## config.mk

```make
export PLATFORM = sky130hd
export DESIGN_NAME = mem_arbiter
export DESIGN_NICKNAME = d
export VERILOG_FILES = /design/src/rtl/mem_arbiter.sv
export SDC_FILE = /design/constraint.sdc
export NUM_CORES = 1
export LEC_CHECK = 0
export ABC_CLOCK_PERIOD_IN_PS = 1900
export BUFFER_PORTS_ARGS = -buffer_cell sky130_fd_sc_hd__buf_2
export CAP_MARGIN = 25
export CORE_UTILIZATION = 40
export CTS_CLUSTER_SIZE = 28
export DETAILED_ROUTE_END_ITERATION = 12
export PLACE_DENSITY_LB_ADDON = 0.25
export SLEW_MARGIN = 20
export SYNTH_ARGS = -nofsm -noshare
export SYNTH_HDL_FRONTEND = slang
export SYNTH_SLANG_ARGS = --single-unit
```

## constraint.sdc

```tcl
create_clock -name CLK -period 1.9 [get_ports CLK]
set_input_delay 0.095 -clock CLK [delete_from_list [all_inputs] [get_ports CLK]]
set_output_delay 0.095 -clock CLK [all_outputs]
set_load 0.005 [all_outputs]
```

## src/rtl/mem_arbiter.sv

```systemverilog
// rtl/mem_arbiter.sv - fetch/data arbiter for a single-ported RAM, registered outputs
module mem_arbiter #(
    parameter int WORD_W          = 32,
    parameter int DATA_STREAK_MAX = 4
) (
    input  logic              CLK,
    input  logic              nRST,
    input  logic              iREN,
    input  logic [WORD_W-1:0] iaddr,
    output logic [WORD_W-1:0] iload,
    output logic              ihit,
    input  logic              dREN,
    input  logic              dWEN,
    input  logic [WORD_W-1:0] daddr,
    input  logic [WORD_W-1:0] dstore,
    output logic [WORD_W-1:0] dload,
    output logic              dhit,
    output logic              ramREN,
    output logic              ramWEN,
    output logic [WORD_W-1:0] ramaddr,
    output logic [WORD_W-1:0] ramstore,
    input  logic [WORD_W-1:0] ramload,
    input  logic              ramready
);

    localparam int SW = $clog2(DATA_STREAK_MAX + 1);
    localparam logic [SW-1:0] STREAK_MAX = SW'(DATA_STREAK_MAX);

    typedef enum logic [1:0] {
        IDLE = 2'd0,
        IACC = 2'd1,
        DACC = 2'd2
    } state_t;

    state_t            state, state_n;
    logic [SW-1:0]     streak, streak_n;
    logic              ihit_n, dhit_n;
    logic              ren_n, wen_n;
    logic [WORD_W-1:0] addr_n, store_n, iload_n, dload_n;
    logic              i_elig, d_elig;

    // A port is not eligible in the cycle its hit is high: its requester
    // has not yet had a chance to drop or renew the request.
    assign i_elig = iREN && !ihit;
    assign d_elig = (dREN || dWEN) && !dhit;

    always_comb begin
        state_n  = state;
        streak_n = streak;
        ihit_n   = 1'b0;
        dhit_n   = 1'b0;
        ren_n    = ramREN;
        wen_n    = ramWEN;
        addr_n   = ramaddr;
        store_n  = ramstore;
        iload_n  = iload;
        dload_n  = dload;
        case (state)
            IDLE: begin
                if (d_elig && !(i_elig && streak == STREAK_MAX)) begin
                    state_n  = DACC;
                    ren_n    = !dWEN;
                    wen_n    = dWEN;
                    addr_n   = daddr;
                    store_n  = dstore;
                    if (!iREN)
                        streak_n = '0;
                    else if (streak != STREAK_MAX)
                        streak_n = streak + 1'b1;
                end else if (i_elig) begin
                    state_n  = IACC;
                    ren_n    = 1'b1;
                    wen_n    = 1'b0;
                    addr_n   = iaddr;
                    store_n  = dstore;
                    streak_n = '0;
                end
            end
            IACC: begin
                if (ramready) begin
                    state_n = IDLE;
                    ren_n   = 1'b0;
                    wen_n   = 1'b0;
                    ihit_n  = 1'b1;
                    iload_n = ramload;
                end
            end
            DACC: begin
                if (ramready) begin
                    state_n = IDLE;
                    ren_n   = 1'b0;
                    wen_n   = 1'b0;
                    dhit_n  = 1'b1;
                    if (ramREN)
                        dload_n = ramload;
                end
            end
            default: begin
                state_n = IDLE;
                ren_n   = 1'b0;
                wen_n   = 1'b0;
            end
        endcase
    end

    always_ff @(posedge CLK) begin
        if (!nRST) begin
            state    <= IDLE;
            streak   <= '0;
            ihit     <= 1'b0;
            dhit     <= 1'b0;
            ramREN   <= 1'b0;
            ramWEN   <= 1'b0;
            ramaddr  <= '0;
            ramstore <= '0;
            iload    <= '0;
            dload    <= '0;
        end else begin
            state    <= state_n;
            streak   <= streak_n;
            ihit     <= ihit_n;
            dhit     <= dhit_n;
            ramREN   <= ren_n;
            ramWEN   <= wen_n;
            ramaddr  <= addr_n;
            ramstore <= store_n;
            iload    <= iload_n;
            dload    <= dload_n;
        end
    end

endmodule

```

==> impl_metrics.toml, run 1 <==
[drt]
vias = 5725
ant_nets = 0
wl_per_cell_um = 14.7
vias_per_cell = 4.83
drt_first_pass_iters = 4
drt_iter0_markers = 353
routed_wl_mm = 17.4
drc = 0

[setup_path]
critPathMaxFanout = 53
start_kind = "flip-flop"
slowest_delay_ns = 0.32
path_cells = "inv_1 -> ha_1 -> inv_1 -> a21oi_4 -> buf_12 -> o21ai_0 -> a21oi_1"
critPathSlowestCell = "dfxtp_1"
worst_ep_required_time_ns = 2.22
critPathKind = "reg -> reg"
cpMostUsedCell = "inv_1"
worstPathArrival_ns = 1.99
end_kind = "flip-flop"

[floorplanning]
dieArea_um2 = 14100
core_um2 = 13200
pin_count = 266
chipHeight_um = 119
rows = 42
initial_utilization_pct = 41.1
die_w_um = 119

[global_route]
grt_overflow = 0
grt_pass1_vias = 5819
grt_pass1_wl_mm = 27.9
antenna_found_initial = 1
grt_start_max_net_pins = 61
grt_use_total_pct = 25.0

[finish]
fin_nets = 1134
syn_to_final_growth_pct = 62.8
design_area_um2 = 8870
fin_cells = 1185
layout-drive-gt1-share_pct = 31.2

[placement]
place_congestion = 0.791
place.detailed.hpwl_mm = 9.87
dp.cells = 1025
pre_cts_ws_ns = 0.365
io_buffers = 265
dpl-instance-area_um2 = 6920

[logic_synthesis]
ys_types = 37
ys_seq_area_share_pct = 50.3
syn_nets = 758
synth_cells = 619
syn-mean-instance-area_um2 = 8.80
synth-seq-cells = 137
ys.flop_type = "dfxtp_1"
yosysWarningCount = 0
async_flop_share_pct = 0
synth_edf_count = 0
netlist_area_um2 = 5450

[sta]
setup_ws_ns = 0.233
slew_viol_final = 0
tightest_slew_ns = 0.399
fin_skew_ns = 0.00603
slew_headroom_pct = 73.2
whs_ns = 0.0377
fin_crit_sh_pct = 87.7
hold_viol = 0
clock.fmax_ghz = 0.600
fin_setup_tns_ns = 0
finalSetupViolations = 0
rsz0062_at_grt = "false"
finalCriticalPeriod_ns = 1.67

[clocking]
cts.path.max_buffers = 2
cts_tree = "yes"
cts_buffers = 17
cts_setup_buffers = 0
clock_sinks = 137
clk_latency_ns = 0.41
cts.root.buffer_cell = "clkbuf_16"
htreeDepth = 4
path_clk_slew_ns = 0.06

[run]
cap_violations = 0

[pwr]
p_leak_nw = 4.19
ir_drop_mv = 0.617
power_density_nw_per_um2 = 960

[status]
status = "completed"

[hold_path]
hold_path_class = "in -> reg"
## state kept, by name, indices dropped and copies added, names as in the netlist, 2 cells and up
register / cells
iload: 32
ramstore: 32
dload: 32
ramaddr: 32
state: 2
streak: 3
## cells in the mapped netlist, types with 2 or more instances
| cell type | instances | area share [%] |
|---|---|---|
| clkbuf_1 | 23 | 1.6 |
| and3_1 | 3 | 0.34 |
| nand2b_1 | 2 | 0.23 |
| a21oi_1 | 33 | 3.0 |
| buf_6 | 2 | 0.41 |
| inv_1 | 5 | 0.34 |
| o22ai_1 | 3 | 0.34 |
| buf_1 | 3 | 0.21 |
| ha_1 | 5 | 1.1 |
| a21boi_1 | 97 | 13 |
| nand2_1 | 202 | 14 |
| buf_2 | 11 | 1.0 |
| buf_12 | 3 | 1.1 |
| o21ai_0 | 30 | 2.8 |
| nor2b_1 | 4 | 0.46 |
| dfxtp_1 | 137 | 50 |
| mux2i_1 | 32 | 5.9 |
| buf_4 | 4 | 0.55 |
| o21ai_1 | 2 | 0.18 |
## critical path: cells and delay by family (launching register included)
kind,cells,cell delay [ns]
compound gates,3,0.57
fa+ha+maj,1,0.23
buf+inv,3,0.44
flops,1,0.32
## metal layers
layer  routed length, µm  vias up  GRT usage, %
met2                8680      230          44.1
met5                   0        -             0
met3                 989       52          6.03
met1                7010     2622          27.2
met4                 708        0          14.5
li1                    -     2821             -
## power by group
group / switching, mW / internal, mW / total, mW / leakage, nW
registers: 0.130 / 3.12 / 3.25 / 1.12
logic: 0.764 / 0.752 / 1.52 / 2.74
clock network: 1.22 / 2.53 / 3.75 / 0.330
total: 2.11 / 6.40 / 8.52 / 4.19
## layout by cell type, fill, tap and decap left out, types with 4 or more instances in the layout
master | synthesis | routed
buf_2 | 11 | 264
nand2_1 | 202 | 202
dfxtp_1 | 137 | 137
dlygate4sd3_1 | 0 | 127
a21boi_1 | 97 | 97
a21oi_1 | 33 | 33
mux2i_1 | 32 | 32
o21ai_0 | 30 | 30
clkbuf_16 | 0 | 17
buf_12 | 3 | 7
bufinv_16 | 0 | 6
inv_1 | 5 | 5
ha_1 | 5 | 5
buf_4 | 4 | 5
nor2b_1 | 4 | 4
## kinds of logic (layout without fill, tap and decap cells)
family                   after synthesis  in the layout  share of synthesized area (%)
AND/OR/NAND/NOR                      217            217                           15.7
AO/OA/AOI/OAI                        177            177                           21.7
flip-flops                           137            137                           50.3
buffers and inverters                 51            440                           5.21
multiplexers                          32             32                           5.88
adder cells (fa/ha/maj)                5              5                           1.15
other                                  0              1                              0
## through the flow
stage	utilization [%]	total power, mW
global placement	52.2	4.54
finish	67.0	8.52
global route	67.0	8.88
floorplan	-	4.01
CTS	67.0	8.52
detailed placement	52.2	4.56
## timing repair
item | in CTS | in global routing
gates resized for setup | 0 | 0
hold buffers | 127 | 0
hold endpoints to repair | 128 | 0
## final timing paths
kind                  start           to  slack [ns]  cells after the start
hold reg to reg   dload[18]    dload[18]        0.45                      2
setup reg to reg   state[0]  ramaddr[12]        0.23                      7
hold / removal     iaddr[9]   ramaddr[9]        0.04                      3
setup / recovery   state[0]  ramaddr[12]        0.23                      7
## cell type report
cell class              count  area [µm²]
clock buffers              20         457
flip-flops and latches    137        2740
repair buffers            403        2770
multi-input cells         431        2440
diodes                      1        2.50
clock inverters            12         220
inverters                   5        18.8
fillers                  1091        4370
well taps                 176         220
(Power assumes the default switching activity.)
==> run 2: changes to the inputs <==
--- a/config.mk
+++ b/config.mk
@@ -8,7 +8,9 @@
 export ABC_CLOCK_PERIOD_IN_PS = 1900
 export BUFFER_PORTS_ARGS = -buffer_cell sky130_fd_sc_hd__buf_2
 export CAP_MARGIN = 25
-export CORE_UTILIZATION = 40
+export CELL_PAD_IN_SITES_DETAIL_PLACEMENT = 1
+export CELL_PAD_IN_SITES_GLOBAL_PLACEMENT = 1
+export CORE_UTILIZATION = 33
 export CTS_CLUSTER_SIZE = 28
 export DETAILED_ROUTE_END_ITERATION = 12
 export PLACE_DENSITY_LB_ADDON = 0.25
==> run 2 against run 1 <==
Setup slack got worse by 0.096 ns. Die area grew 21%. Total power fell by 9.8%. Combinational power about the same. Non-clock buffer count down 16. Sequential share of layout area up 1.1 points. Clock skew rose by 0.0049 ns. Count of clock-buffer cells in the layout grew 3. Sequential power barely moved.
==> impl_metrics.toml, run 2 (synthesized netlist as in run 1, its figures left out) <==
[status]
status = "completed"

[clocking]
cts_buffers = 17
cts.root.buffer_cell = "clkbuf_16"
path_clk_slew_ns = 0.06
htreeDepth = 4
clk_latency_ns = 0.41
cts_setup_buffers = 0
cts_tree = "yes"
cts.path.max_buffers = 2
clock_sinks = 137

[hold_path]
hold_start = "daddr[25]"
hold_path_class = "in -> reg"

[floorplanning]
dieArea_um2 = 17000
chipHeight_um = 130
initial_utilization_pct = 34.0
rows = 46
die_w_um = 130
pin_count = 266
core_um2 = 16000

[global_route]
grt_overflow = 0
grt_pass1_vias = 6368
grt_use_total_pct = 23.6
grt_pass1_wl_mm = 30.8
antenna_found_initial = 0
grt_start_max_net_pins = 63

[drt]
vias_per_cell = 4.81
routed_wl_mm = 20.4
drc = 0
drt_first_pass_iters = 4
wl_per_cell_um = 16.9
drt_iter0_markers = 168
vias = 5823
ant_nets = 0

[sta]
hold_viol = 0
clock.fmax_ghz = 0.567
fin_crit_sh_pct = 92.8
fin_skew_ns = 0.0110
fin_setup_tns_ns = 0
finalCriticalPeriod_ns = 1.76
slew_viol_final = 0
tightest_slew_ns = 0.407
finalSetupViolations = 0
slew_headroom_pct = 72.9
rsz0062_at_grt = "false"

[setup_path]
end_kind = "flip-flop"
start_kind = "flip-flop"
critPathKind = "reg -> reg"
r2r-start = "streak[0]"
critPathMaxFanout = 33
worstPathArrival_ns = 2.04
startpoint = "streak[0]"
worst_ep_required_time_ns = 2.18

[finish]
multi_input_area_um2 = 2440
design_area_um2 = 8570
final_core_util_pct = 53.6
regArea_um2 = 2740
fin_nets = 1118
layout_common_cells = "264 x buf_2, 202 x nand2_1, 137 x dfxtp_1"
fill_cells = 1945
layout-drive-gt1-share_pct = 31.2
layout_commonest_cell = "buf_2"
syn_to_final_growth_pct = 57.3

[placement]
place.detailed.hpwl_mm = 12.4
dpl-instance-area_um2 = 6920
place_congestion = 0.721
io_buffers = 265

[run]
cap_violations = 0

[pwr]
ir_drop_mv = 0.600
p_leak_nw = 4.03
power_density_nw_per_um2 = 896
run 2: path summary, 6_finish.rpt:
| check | cells past startpoint | to | slack, ns |
|---|---|---|---|
| min reg2reg | 2 | ramstore[9] | 0.45 |
| max reg2reg | 6 | ramaddr[10] | 0.14 |
| max | 6 | ramaddr[10] | 0.14 |
| min | 3 | ramaddr[25] | 0.01 |
run 2: power by group:
part	switching (mW)	total, mW	internal [mW]
sequential	0.139	3.26	3.13
combinational	0.791	1.50	0.707
clock	1.20	2.92	1.72
run 2: metrics by stage:
step | worst slack (ns) | instances | power [mW] | hold WS (ns)
final | 0.137 | 1210 | 7.68 | 0.0106
after global routing | 0.0534 | 1207 | 8.04 | 0.0126
after CTS | 0.190 | 1207 | 7.69 | 0.00116
after detailed placement | 0.191 | 1064 | 4.58 | 0.346
after global placement | 0.322 | 1064 | 4.51 | 0.334
after floorplan | 0.470 | 619 | 4.01 | 0.230
run 2: cell type report:
type	instances	area share, %
multi-input cells	431	28.4
clock buffers	23	5.46
flip-flops and latches	137	32.0
well taps	216	3.15
clock inverters	8	0.569
inverters	5	0.219
diodes	3	0.0876
repair buffers	387	30.1
run 2: metal layers:
metal | routed length [µm] | GRT usage (%)
met1 | 7780 | 23.6
met2 | 10900 | 44.8
met3 | 1140 | 6.88
met4 | 593 | 11.0
met5 | 0 | 0
run 2: worst max-delay path, stage by stage, from the launching register on:
cell and delay (ns):
dfxtp_1 0.35, inv_1 0.07, ha_1 0.25, a31oi_4 0.26
buf_12 0.28, mux2i_1 0.29, a21oi_1 0.12
run 2: repair_timing:
item | in CTS | in global routing
resized for setup | 0 | 1
setup endpoints to repair | 0 | 1
hold buffers | 112 | 0
hold endpoints to repair | 122 | 0
==> run 3: changes to the inputs <==
--- a/config.mk
+++ b/config.mk
@@ -10,6 +10,7 @@
 export CAP_MARGIN = 25
 export CELL_PAD_IN_SITES_DETAIL_PLACEMENT = 1
 export CELL_PAD_IN_SITES_GLOBAL_PLACEMENT = 1
+export CORE_ASPECT_RATIO = 0.9
 export CORE_UTILIZATION = 33
 export CTS_CLUSTER_SIZE = 28
 export DETAILED_ROUTE_END_ITERATION = 12
==> run 3 against run 2 <==
The run now ends with negative hold slack left. Sequential share of layout area decreased by 0.86 points. Register-to-register slack lost 0.07 ns. Wire length up 0.96%. Via count increased by 0.94%. Die area barely moved. Hold slack got worse by 0.015 ns. Largest cell class unchanged.
==> impl_metrics.toml, run 3 (synthesized netlist as in run 1, its figures left out) <==
[finish]
layout-drive-gt1-share_pct = 31.6
final_core_util_pct = 54.6
design_area_um2 = 8810
syn_to_final_growth_pct = 61.7
fin_cells = 1214
fin_nets = 1131
layout_common_cells = "264 x buf_2, 202 x nand2_1, 137 x dfxtp_1"
layout_commonest_cell = "buf_2"

[drt]
vias = 5878
drc = 0
wl_per_cell_um = 17.0
ant_nets = 0
drt_first_pass_iters = 4
routed_wl_mm = 20.6
drt_iter0_markers = 195
vias_per_cell = 4.84

[placement]
place_congestion = 0.752
dpl-instance-area_um2 = 6950
dp.cells = 1059
io_buffers = 265
pre_cts_ws_ns = 0.212
place.detailed.hpwl_mm = 12.6

[global_route]
grt_use_total_pct = 24.0
grt_start_max_net_pins = 96
grt_pass1_vias = 6384
grt_pass1_wl_mm = 31.2
grt_overflow = 0
antenna_found_initial = 0

[setup_path]
path_buf_inv = 3
slowest_delay_ns = 0.35
worst_ep_required_time_ns = 2.23
critPathKind = "reg -> reg"
end_kind = "flip-flop"
path_cells = "inv_1 -> ha_1 -> inv_1 -> a21oi_4 -> buf_12 -> o21ai_0 -> a21oi_1"
critPathMaxFanout = 95
start_kind = "flip-flop"
critPathTopFamily = "compound AO/OA/AOI/OAI gates"
cpMostUsedCell = "inv_1"
critPathSlowestCell = "buf_12"
worstPathArrival_ns = 2.16

[sta]
fin_setup_tns_ns = 0
setup_ws_ns = 0.0679
whs_ns = -0.00424
slew_viol_final = 0
rsz0062_at_grt = "false"
slew_headroom_pct = 68.0
finalCriticalPeriod_ns = 1.83
fin_crit_sh_pct = 96.4
fin_skew_ns = 0.00894
clock.fmax_ghz = 0.546
tightest_slew_ns = 0.477
hold_viol = 1
finalSetupViolations = 0

[floorplanning]
core_um2 = 16100
pin_count = 266
rows = 44
chipHeight_um = 124
die_w_um = 137
initial_utilization_pct = 33.8
dieArea_um2 = 17000

[clocking]
cts.path.max_buffers = 2
cts_buffers = 17
clk_latency_ns = 0.42
clock_sinks = 137
path_clk_slew_ns = 0.06
cts.root.buffer_cell = "clkbuf_16"
cts_tree = "yes"
htreeDepth = 4

[run]
cap_violations = 0

[pwr]
ir_drop_mv = 0.593
total_power_mw = 8.34
power_density_nw_per_um2 = 946
p_leak_nw = 4.15

[status]
status = "finished with violations"
violations = "negative hold slack"

[hold_path]
hold_path_class = "in -> reg"
## run 3: path summary, 6_finish.rpt
kind	start	end	slack (ns)	cells past startpoint
max reg2reg	state[0]	ramaddr[13]	0.07	7
min	daddr[21]	ramaddr[21]	-0.004	3
min reg2reg	dload[15]	dload[15]	0.45	2
max	state[0]	ramaddr[13]	0.07	7
## run 3: timing repair
action	4_1_cts	5_1_grt
hold endpoints to repair	126	0
gates resized for setup	0	0
buffers inserted	0	0
hold buffers	121	0
## run 3: cell type report
class	instances	area, µm²
Multi-Input combinational cell	431	2440
Inverter	5	18.8
Sequential cell	137	2740
Clock inverter	12	171
Clock buffer	20	467
Timing Repair Buffer	400	2710
Tap cell	207	259
Fill cell	1925	7320
Antenna cell	2	5.00
## run 3: power breakdown
group / leakage [nW] / total [mW] / internal [mW] / switching, mW
Sequential: 1.12 / 3.26 / 3.12 / 0.138
Clock: 0.308 / 3.56 / 2.29 / 1.27
Combinational: 2.72 / 1.51 / 0.721 / 0.794
## run 3: worst min-delay path, delay by kind of cell
family,cells,cell delay [ns]
AO/OA/AOI/OAI,1,0.13
buffers and inverters,1,0.09
multiplexers,1,0.06
## run 3: layer usage
layer  global-route usage [%]  vias up  wire length (µm)
li1                         -     2819                 -
met1                     24.6     2800              7930
met2                     44.1      198             10800
met3                     6.06       61              1070
met4                     14.4        0               822
met5                        0        -                 0
